[src/rtl/execute_stage_pkg.sv]
// Shared Y86-64 encodings for the execute stage: instruction, ALU, condition and status codes.
package execute_stage_pkg;

    localparam int NIBBLE = 4;
    localparam int D_WORD = 64;

    typedef enum logic [3:0] {
        I_HALT   = 4'h0,
        I_NOP    = 4'h1,
        I_RRMOVQ = 4'h2,
        I_IRMOVQ = 4'h3,
        I_RMMOVQ = 4'h4,
        I_MRMOVQ = 4'h5,
        I_OPQ    = 4'h6,
        I_JXX    = 4'h7,
        I_CALL   = 4'h8,
        I_RET    = 4'h9,
        I_PUSHQ  = 4'hA,
        I_POPQ   = 4'hB
    } icode_e;

    typedef enum logic [3:0] {
        ALU_ADD = 4'h0,
        ALU_SUB = 4'h1,
        ALU_AND = 4'h2,
        ALU_XOR = 4'h3
    } alufun_e;

    typedef enum logic [3:0] {
        C_YES = 4'h0,
        C_LE  = 4'h1,
        C_L   = 4'h2,
        C_E   = 4'h3,
        C_NE  = 4'h4,
        C_GE  = 4'h5,
        C_G   = 4'h6
    } cond_e;

    typedef enum logic [3:0] {
        S_AOK = 4'h1,
        S_HLT = 4'h2,
        S_ADR = 4'h3,
        S_INS = 4'h4
    } stat_e;

    localparam logic [3:0] RNONE = 4'hF;

    function automatic logic stat_is_exc(input logic [3:0] stat);
        return (stat == S_HLT) || (stat == S_ADR) || (stat == S_INS);
    endfunction

endpackage

[src/rtl/execute_stage_if.sv]
// Decode->execute register fields in, forwarding and memory-stage register fields out.
interface execute_stage_if #(
    parameter int WIDTH = 64
);
    logic [3:0]       E_stat_i;
    logic [3:0]       E_icode_i;
    logic [3:0]       E_ifun_i;
    logic [WIDTH-1:0] E_valC_i;
    logic [WIDTH-1:0] E_valA_i;
    logic [WIDTH-1:0] E_valB_i;
    logic [3:0]       E_dstE_i;
    logic [3:0]       E_dstM_i;
    logic [3:0]       m_stat_i;
    logic [3:0]       W_stat_i;
    logic             M_bubble_i;

    logic [WIDTH-1:0] e_valE_o;
    logic [3:0]       e_dstE_o;
    logic             e_Cnd_o;
    logic [3:0]       M_stat_o;
    logic [3:0]       M_icode_o;
    logic             M_Cnd_o;
    logic [WIDTH-1:0] M_valE_o;
    logic [WIDTH-1:0] M_valA_o;
    logic [3:0]       M_dstE_o;
    logic [3:0]       M_dstM_o;

    modport master (
        output E_stat_i, E_icode_i, E_ifun_i, E_valC_i, E_valA_i, E_valB_i,
               E_dstE_i, E_dstM_i, m_stat_i, W_stat_i, M_bubble_i,
        input  e_valE_o, e_dstE_o, e_Cnd_o, M_stat_o, M_icode_o, M_Cnd_o,
               M_valE_o, M_valA_o, M_dstE_o, M_dstM_o
    );

    modport slave (
        input  E_stat_i, E_icode_i, E_ifun_i, E_valC_i, E_valA_i, E_valB_i,
               E_dstE_i, E_dstM_i, m_stat_i, W_stat_i, M_bubble_i,
        output e_valE_o, e_dstE_o, e_Cnd_o, M_stat_o, M_icode_o, M_Cnd_o,
               M_valE_o, M_valA_o, M_dstE_o, M_dstM_o
    );

endinterface

[src/rtl/execute_stage_alu.sv]
// Combinational Y86-64 ALU: result plus the zero/sign/overflow flags it would set.
module execute_stage_alu
    import execute_stage_pkg::*;
#(
    parameter int WIDTH = D_WORD
) (
    input  logic [WIDTH-1:0] alu_a_i,
    input  logic [WIDTH-1:0] alu_b_i,
    input  logic [3:0]       alu_fun_i,
    output logic [WIDTH-1:0] val_e_o,
    output logic             zf_o,
    output logic             sf_o,
    output logic             of_o
);

    logic sign_a;
    logic sign_b;

    assign sign_a = alu_a_i[WIDTH-1];
    assign sign_b = alu_b_i[WIDTH-1];

    always_comb begin
        val_e_o = '0;
        of_o    = 1'b0;
        case (alu_fun_i)
            ALU_ADD: begin
                val_e_o = alu_b_i + alu_a_i;
                of_o    = (sign_a == sign_b) && (val_e_o[WIDTH-1] != sign_a);
            end
            ALU_SUB: begin
                val_e_o = alu_b_i - alu_a_i;
                of_o    = (sign_a != sign_b) && (val_e_o[WIDTH-1] != sign_b);
            end
            ALU_AND: val_e_o = alu_b_i & alu_a_i;
            ALU_XOR: val_e_o = alu_b_i ^ alu_a_i;
            // Unknown ops yield zero so the flags look like a clean zero result.
            default: begin
                val_e_o = '0;
                of_o    = 1'b0;
            end
        endcase
        zf_o = (val_e_o == '0);
        sf_o = val_e_o[WIDTH-1];
    end

endmodule

[src/rtl/execute_stage.sv]
// Y86-64 execute stage: operand select, ALU, condition codes, Cnd and the M pipeline register.
module execute_stage
    import execute_stage_pkg::*;
#(
    parameter int WIDTH = D_WORD
) (
    input  logic            clk_i,
    input  logic            rstn_i,
    execute_stage_if.slave  ex
);

    localparam logic [WIDTH-1:0] EIGHT = WIDTH'(8);

    logic [WIDTH-1:0] alu_a;
    logic [WIDTH-1:0] alu_b;
    logic [3:0]       alu_fun;
    logic [WIDTH-1:0] val_e;
    logic             alu_zf;
    logic             alu_sf;
    logic             alu_of;
    logic             set_cc;
    logic             cnd;
    logic [3:0]       dst_e;

    logic cc_zf_q, cc_zf_d;
    logic cc_sf_q, cc_sf_d;
    logic cc_of_q, cc_of_d;

    logic [3:0]       mr_stat_q,  mr_stat_d;
    logic [3:0]       mr_icode_q, mr_icode_d;
    logic             mr_cnd_q,   mr_cnd_d;
    logic [WIDTH-1:0] mr_val_e_q, mr_val_e_d;
    logic [WIDTH-1:0] mr_val_a_q, mr_val_a_d;
    logic [3:0]       mr_dst_e_q, mr_dst_e_d;
    logic [3:0]       mr_dst_m_q, mr_dst_m_d;

    always_comb begin
        alu_a = '0;
        case (ex.E_icode_i)
            I_RRMOVQ, I_OPQ:             alu_a = ex.E_valA_i;
            I_IRMOVQ, I_RMMOVQ, I_MRMOVQ: alu_a = ex.E_valC_i;
            I_CALL, I_PUSHQ:             alu_a = -EIGHT;
            I_RET, I_POPQ:               alu_a = EIGHT;
            default:                     alu_a = '0;
        endcase
    end

    always_comb begin
        alu_b = '0;
        case (ex.E_icode_i)
            I_RMMOVQ, I_MRMOVQ, I_OPQ, I_CALL, I_PUSHQ, I_RET, I_POPQ: alu_b = ex.E_valB_i;
            default: alu_b = '0;
        endcase
    end

    assign alu_fun = (ex.E_icode_i == I_OPQ) ? ex.E_ifun_i : ALU_ADD;

    execute_stage_alu #(.WIDTH(WIDTH)) u_alu (
        .alu_a_i   (alu_a),
        .alu_b_i   (alu_b),
        .alu_fun_i (alu_fun),
        .val_e_o   (val_e),
        .zf_o      (alu_zf),
        .sf_o      (alu_sf),
        .of_o      (alu_of)
    );

    // A faulting instruction further down the pipe must not see CC change behind it.
    assign set_cc = (ex.E_icode_i == I_OPQ) && !stat_is_exc(ex.m_stat_i)
                    && !stat_is_exc(ex.W_stat_i);

    always_comb begin
        cc_zf_d = cc_zf_q;
        cc_sf_d = cc_sf_q;
        cc_of_d = cc_of_q;
        if (set_cc) begin
            cc_zf_d = alu_zf;
            cc_sf_d = alu_sf;
            cc_of_d = alu_of;
        end
    end

    always_comb begin
        cnd = 1'b0;
        case (ex.E_ifun_i)
            C_YES:   cnd = 1'b1;
            C_LE:    cnd = (cc_sf_q ^ cc_of_q) | cc_zf_q;
            C_L:     cnd = cc_sf_q ^ cc_of_q;
            C_E:     cnd = cc_zf_q;
            C_NE:    cnd = ~cc_zf_q;
            C_GE:    cnd = ~(cc_sf_q ^ cc_of_q);
            C_G:     cnd = ~(cc_sf_q ^ cc_of_q) & ~cc_zf_q;
            default: cnd = 1'b0;
        endcase
    end

    assign dst_e = ((ex.E_icode_i == I_RRMOVQ) && !cnd) ? RNONE : ex.E_dstE_i;

    always_comb begin
        mr_stat_d  = ex.E_stat_i;
        mr_icode_d = ex.E_icode_i;
        mr_cnd_d   = cnd;
        mr_val_e_d = val_e;
        mr_val_a_d = ex.E_valA_i;
        mr_dst_e_d = dst_e;
        mr_dst_m_d = ex.E_dstM_i;
        if (ex.M_bubble_i) begin
            mr_stat_d  = S_AOK;
            mr_icode_d = I_NOP;
            mr_cnd_d   = 1'b0;
            mr_val_e_d = '0;
            mr_val_a_d = '0;
            mr_dst_e_d = RNONE;
            mr_dst_m_d = RNONE;
        end
    end

    always_ff @(posedge clk_i or negedge rstn_i) begin
        if (!rstn_i) begin
            cc_zf_q <= 1'b1;
            cc_sf_q <= 1'b0;
            cc_of_q <= 1'b0;
        end else begin
            cc_zf_q <= cc_zf_d;
            cc_sf_q <= cc_sf_d;
            cc_of_q <= cc_of_d;
        end
    end

    always_ff @(posedge clk_i or negedge rstn_i) begin
        if (!rstn_i) begin
            mr_stat_q  <= S_AOK;
            mr_icode_q <= I_NOP;
            mr_cnd_q   <= 1'b0;
            mr_val_e_q <= '0;
            mr_val_a_q <= '0;
            mr_dst_e_q <= RNONE;
            mr_dst_m_q <= RNONE;
        end else begin
            mr_stat_q  <= mr_stat_d;
            mr_icode_q <= mr_icode_d;
            mr_cnd_q   <= mr_cnd_d;
            mr_val_e_q <= mr_val_e_d;
            mr_val_a_q <= mr_val_a_d;
            mr_dst_e_q <= mr_dst_e_d;
            mr_dst_m_q <= mr_dst_m_d;
        end
    end

    assign ex.e_valE_o  = val_e;
    assign ex.e_dstE_o  = dst_e;
    assign ex.e_Cnd_o   = cnd;
    assign ex.M_stat_o  = mr_stat_q;
    assign ex.M_icode_o = mr_icode_q;
    assign ex.M_Cnd_o   = mr_cnd_q;
    assign ex.M_valE_o  = mr_val_e_q;
    assign ex.M_valA_o  = mr_val_a_q;
    assign ex.M_dstE_o  = mr_dst_e_q;
    assign ex.M_dstM_o  = mr_dst_m_q;

endmodule
[src/flat_wrapper.sv]
// flat-port wrapper written by rule: the top's interface ports become plain ports
module execute_stage_flat import execute_stage_pkg::*;
#(
    parameter int WIDTH = D_WORD
)
  (clk_i, rstn_i, ex_E_stat_i, ex_E_icode_i, ex_E_ifun_i, ex_E_valC_i, ex_E_valA_i, ex_E_valB_i, ex_E_dstE_i, ex_E_dstM_i, ex_m_stat_i, ex_W_stat_i, ex_M_bubble_i, ex_e_valE_o, ex_e_dstE_o, ex_e_Cnd_o, ex_M_stat_o, ex_M_icode_o, ex_M_Cnd_o, ex_M_valE_o, ex_M_valA_o, ex_M_dstE_o, ex_M_dstM_o);
  execute_stage_if #(.WIDTH(WIDTH)) ex_i ();
  input  logic clk_i;
  input  logic rstn_i;
  input wire logic [$bits(ex_i.E_stat_i)-1:0] ex_E_stat_i;
  input wire logic [$bits(ex_i.E_icode_i)-1:0] ex_E_icode_i;
  input wire logic [$bits(ex_i.E_ifun_i)-1:0] ex_E_ifun_i;
  input wire logic [$bits(ex_i.E_valC_i)-1:0] ex_E_valC_i;
  input wire logic [$bits(ex_i.E_valA_i)-1:0] ex_E_valA_i;
  input wire logic [$bits(ex_i.E_valB_i)-1:0] ex_E_valB_i;
  input wire logic [$bits(ex_i.E_dstE_i)-1:0] ex_E_dstE_i;
  input wire logic [$bits(ex_i.E_dstM_i)-1:0] ex_E_dstM_i;
  input wire logic [$bits(ex_i.m_stat_i)-1:0] ex_m_stat_i;
  input wire logic [$bits(ex_i.W_stat_i)-1:0] ex_W_stat_i;
  input wire logic [$bits(ex_i.M_bubble_i)-1:0] ex_M_bubble_i;
  output wire logic [$bits(ex_i.e_valE_o)-1:0] ex_e_valE_o;
  output wire logic [$bits(ex_i.e_dstE_o)-1:0] ex_e_dstE_o;
  output wire logic [$bits(ex_i.e_Cnd_o)-1:0] ex_e_Cnd_o;
  output wire logic [$bits(ex_i.M_stat_o)-1:0] ex_M_stat_o;
  output wire logic [$bits(ex_i.M_icode_o)-1:0] ex_M_icode_o;
  output wire logic [$bits(ex_i.M_Cnd_o)-1:0] ex_M_Cnd_o;
  output wire logic [$bits(ex_i.M_valE_o)-1:0] ex_M_valE_o;
  output wire logic [$bits(ex_i.M_valA_o)-1:0] ex_M_valA_o;
  output wire logic [$bits(ex_i.M_dstE_o)-1:0] ex_M_dstE_o;
  output wire logic [$bits(ex_i.M_dstM_o)-1:0] ex_M_dstM_o;
  assign ex_i.E_stat_i = ex_E_stat_i;
  assign ex_i.E_icode_i = ex_E_icode_i;
  assign ex_i.E_ifun_i = ex_E_ifun_i;
  assign ex_i.E_valC_i = ex_E_valC_i;
  assign ex_i.E_valA_i = ex_E_valA_i;
  assign ex_i.E_valB_i = ex_E_valB_i;
  assign ex_i.E_dstE_i = ex_E_dstE_i;
  assign ex_i.E_dstM_i = ex_E_dstM_i;
  assign ex_i.m_stat_i = ex_m_stat_i;
  assign ex_i.W_stat_i = ex_W_stat_i;
  assign ex_i.M_bubble_i = ex_M_bubble_i;
  assign ex_e_valE_o = ex_i.e_valE_o;
  assign ex_e_dstE_o = ex_i.e_dstE_o;
  assign ex_e_Cnd_o = ex_i.e_Cnd_o;
  assign ex_M_stat_o = ex_i.M_stat_o;
  assign ex_M_icode_o = ex_i.M_icode_o;
  assign ex_M_Cnd_o = ex_i.M_Cnd_o;
  assign ex_M_valE_o = ex_i.M_valE_o;
  assign ex_M_valA_o = ex_i.M_valA_o;
  assign ex_M_dstE_o = ex_i.M_dstE_o;
  assign ex_M_dstM_o = ex_i.M_dstM_o;
  execute_stage #(.WIDTH(WIDTH)) u_core (.clk_i(clk_i), .rstn_i(rstn_i), .ex(ex_i));
endmodule
[config.mk]
export PLATFORM = sky130hd
export DESIGN_NAME = execute_stage_flat
export DESIGN_NICKNAME = d
export VERILOG_FILES = /design/src/rtl/execute_stage_pkg.sv /design/src/rtl/execute_stage_if.sv /design/src/rtl/execute_stage_alu.sv /design/src/rtl/execute_stage.sv /design/src/flat_wrapper.sv
export SDC_FILE = /design/constraint.sdc
export NUM_CORES = 1
export LEC_CHECK = 0
export ABC_AREA = 1
export BUFFER_PORTS_ARGS = -buffer_cell sky130_fd_sc_hd__buf_2
export CAP_MARGIN = 20
export CORE_MARGIN = 3
export CORE_UTILIZATION = 35
export DETAILED_ROUTE_END_ITERATION = 8
export PLACE_DENSITY = 0.6
export SYNTH_ARGS = -nofsm -noshare
export SYNTH_HDL_FRONTEND = slang
export SYNTH_SLANG_ARGS = --single-unit
[constraint.sdc]
create_clock -name clk_i -period 11.95 [get_ports clk_i]
set_clock_uncertainty 0.2 [all_clocks]
set_input_delay 1.7925 -clock clk_i [delete_from_list [all_inputs] [get_ports clk_i]]
set_output_delay 1.7925 -clock clk_i [all_outputs]
set_load 0.03 [all_outputs]
==> reports/metrics.yaml <==
worst_setup_path:
  worst_setup_path_end_kind: "primary output"
  timing.setup.critical_path_class: "in -> out"
  critPathMaxFanout: 56
  worst_path_largest_cell_delay_ps: 560
  worst_r2r_startpoint: "u_core.cc_of_q"
  timing.reg2reg.setup_slack_ps: 10150
  cp_cell_sequence: "buf_2 > inv_1 > nand2_1 > nor2_4 > buf_4 > a221oi_1 > clkbuf_4 > ha_1 > nand2_1 > nor2_1 > nand2_1 > nand2_1 > nand2_1 > nand2_1 > nand2_1 > nand2_1 > nand3_1 > nand2_1 > nand2_1 > nand3_1 > nand3_1 > buf_2"
  crit_path_top_delay_cell: "sky130_fd_sc_hd__buf_4"
  worst-r2r-cell-count: 7
  critPathLaunchType: "primary input"
  cp.arrival_ps: 6790
  cpMostUsedCell: "sky130_fd_sc_hd__nand2_1"
  r2r_endpoint: "u_core.ex.M_dstE_o[2]"
  cp_data_required_time_ps: 9960
detailed_routing:
  wl_per_cell_um: 21.08
  detail_route.vias_per_cell: 5.171
  wl_um: 99980
  vias: 24520
  detailedRoute.firstPassIterationCount: 7
  drt_iter0_drc: 2839
  detail_route.drc_violations: 0
  ant_nets: 0
die:
  floorplan.rows: 86
  die_height_um: 243.5
  effective_utilization_at_floorplan: 0.3561
  die-area_mm2: 0.05927
  core-area_mm2: 0.05542
  die_w_um: 243.5
  floorplan.io_pins: 437
timing:
  fmax_ghz: 0.1138
  post-route-min-period_ps: 8785
  timing.final.hold_violations: 0
  layout_worst_path_cycle_share: 0.7351
  tightestPinTransition_ps: 1057
  final-setup-viol-count: 0
  report.final.slew_viol_count: 0
  tns_ps: 0
  grt_setup_unrepaired: "no"
  slew_headroom: 0.2953
clock_network:
  cts.htree.levels: 4
  cts_resized: 0
  clock_tree.buffer_depth: 2
  clock_sinks: 148
  inserted_clock_buffers: 17
  tritoncts: "yes"
  clk_transition_reported_paths_ps: 70
  cts_setup_buffers: 0
  clk_latency_ps: 490
  clock_tree.root_cell: "sky130_fd_sc_hd__clkbuf_16"
  hold_buffers: 0
synthesis:
  synth.yosys.warnings: 0
  yosysUniqueCellTypes: 53
  postSynthAreaPerCell_um2: 5.444
  netlist_instances: 3625
  synthesis.nets: 3984
  netlist_area_mm2: 0.01974
  yosysSeqAreaShare: 0.1884
  synth_seq_cells: 148
power:
  static-leakage-power_nw: 14.48
  max-vdd-ir-drop_v: 0.0001128
  p_per_area_mw_per_mm2: 108.1
finish:
  finish.utilization: 0.4168
  drive_above_1_share: 0.1345
  commonest_non_fill_non_tap_cells_in_the_layout: "1099 x sky130_fd_sc_hd__nand2_1, 865 x sky130_fd_sc_hd__inv_1, 472 x sky130_fd_sc_hd__nor2_1, 434 x sky130_fd_sc_hd__buf_2, 280 x sky130_fd_sc_hd__nand3_1"
  final_common_cell: "sky130_fd_sc_hd__nand2_1"
  area_growth_pct: 17.03
  nNetsFinal: 4338
  finalInstanceArea_mm2: 0.02310
hold_path:
  hold_path.class: "reg -> reg"
  hold-path-cell-count: 2
  worst_hold_path.endpoint: "u_core.cc_zf_q"
  hold_start: "u_core.cc_zf_q"
placement:
  postPlaceCellArea_mm2: 0.02242
  place.detailed.hpwl_um: 83760
  io_buffers: 436
  finalWeightedCongestion: 1.062
global_route:
  number_of_antenna_violations_at_the_first_check_in_global_routing: 3
  track_usage: 0.3287
  grt_start_max_net_pins: 88
  via_count_of_the_first_global_routing_pass: 22600
  global_route.overflow_total: 0
  global_route_wire_length_before_repair_um: 145900
run:
  max_cap_viol_count: 0
outcome:
  status: "completed"
==> cell usage after synthesis, drive strengths merged <==
cell type	instances	area, um2
nor4	5	31.28
o22ai	49	306.5
buf	67	381.6
fa	2	40.04
a22oi	5	42.54
and3	3	18.77
nor2	486	1876
a21oi	129	645.6
o21ai	82	414.1
o221ai	1	8.760
a31oi	6	37.54
a221oi	60	525.5
a21o	3	22.52
nand2	1101	4138
o31a	1	8.760
nor3	27	150.2
or2	7	43.80
ha	134	1677
dfstp	11	289.0
nand3b	19	142.6
and2	5	31.28
mux2i	1	10.01
nand3	287	1471
o21bai	19	146.4
xor2	7	61.31
a21boi	3	22.52
inv	872	3273
dfrtp	137	3428
nand4	38	237.7
a221o	1	10.01
clkinv	2	7.510
a211oi	2	15.01
o21a	2	15.01
xnor2	1	8.760
clkbuf	48	182.7
o211ai	2	15.01
==> metal layers <==
metal	global-route usage	routed length [um]
met1	0.4651	43480
met2	0.4977	42080
met3	0.07407	11300
met4	0.09701	3115
met5	0	10
==> critical path: cells and delay by family <==
family / cells / cell delay [ps]
AO/OA/AOI/OAI: 1 / 270
adder cells (fa/ha/maj): 1 / 490
buffers and inverters: 5 / 1250
AND/OR/NAND/NOR: 15 / 2830
==> cell families (layout without fill, tap and decap cells) <==
group                      after synthesis  in the layout  synth area share
AOI/OAI and AO/OA                      365            365            0.1133
xor gates and xnor gates                 8              8          0.003551
adders and majority gates              136            136           0.08698
buffers and inverters                  989           1356            0.1948
DFF                                    148            148            0.1884
muxes                                    1              1         0.0005072
other                                    0              2                 0
and+or+nand+nor                       1978           1978            0.4125
==> registers in the layout, indices dropped and copies added, names as in the netlist <==
register and flops:
u_core.ex.M_valA_o 64, u_core.ex.M_dstE_o 4, u_core.ex.M_icode_o 4, u_core.ex.M_valE_o 64, u_core.cc_of_q 1, u_core.cc_sf_q 1, u_core.cc_zf_q 1, u_core.ex.M_dstM_o 4
u_core.ex.M_Cnd_o 1, u_core.ex.M_stat_o 4
==> where the power goes <==
part	switching (W)	internal, W	total (W)
combinational	0.000994	0.000337	0.00133
sequential	0.0000107	0.000542	0.000553
clock	0.000275	0.000338	0.000614
==> per-stage QoR <==
step                setup WS (ps)  total power [W]  hold slack [ps]  instances
floorplan                    5126         0.001387            265.5       3625
global placement             2977         0.001853            304.1       4706
detailed placement           3002         0.001851            310.7       4706
CTS                          2992         0.002476            323.5       4738
global route                 3077         0.002633            362.4       4741
finish                       3165         0.002498            329.4       4742
==> worst max-delay path by stage <==
stage / from / end / depth (start not counted)
after floorplan: ex_E_icode_i[0] / ex_e_valE_o[60] / 22
after global placement: ex_E_icode_i[0] / ex_e_valE_o[33] / 21
after detailed placement: ex_E_icode_i[0] / ex_e_valE_o[33] / 21
after CTS: ex_E_icode_i[0] / ex_e_valE_o[33] / 21
after global routing: ex_E_icode_i[0] / ex_e_valE_o[33] / 22
final: ex_E_icode_i[0] / ex_e_valE_o[63] / 22
==> final cells by class <==
class	count	area, um2
timing repair buffer	450	2316
antenna	2	5.005
fill	6354	32320
clock inverter	15	211.5
clock buffer	17	425.4
inverter	874	3281
tap	748	935.9
sequential	148	3717
multi-input combinational	2488	12200
Power figures use the tool's default switching activity.
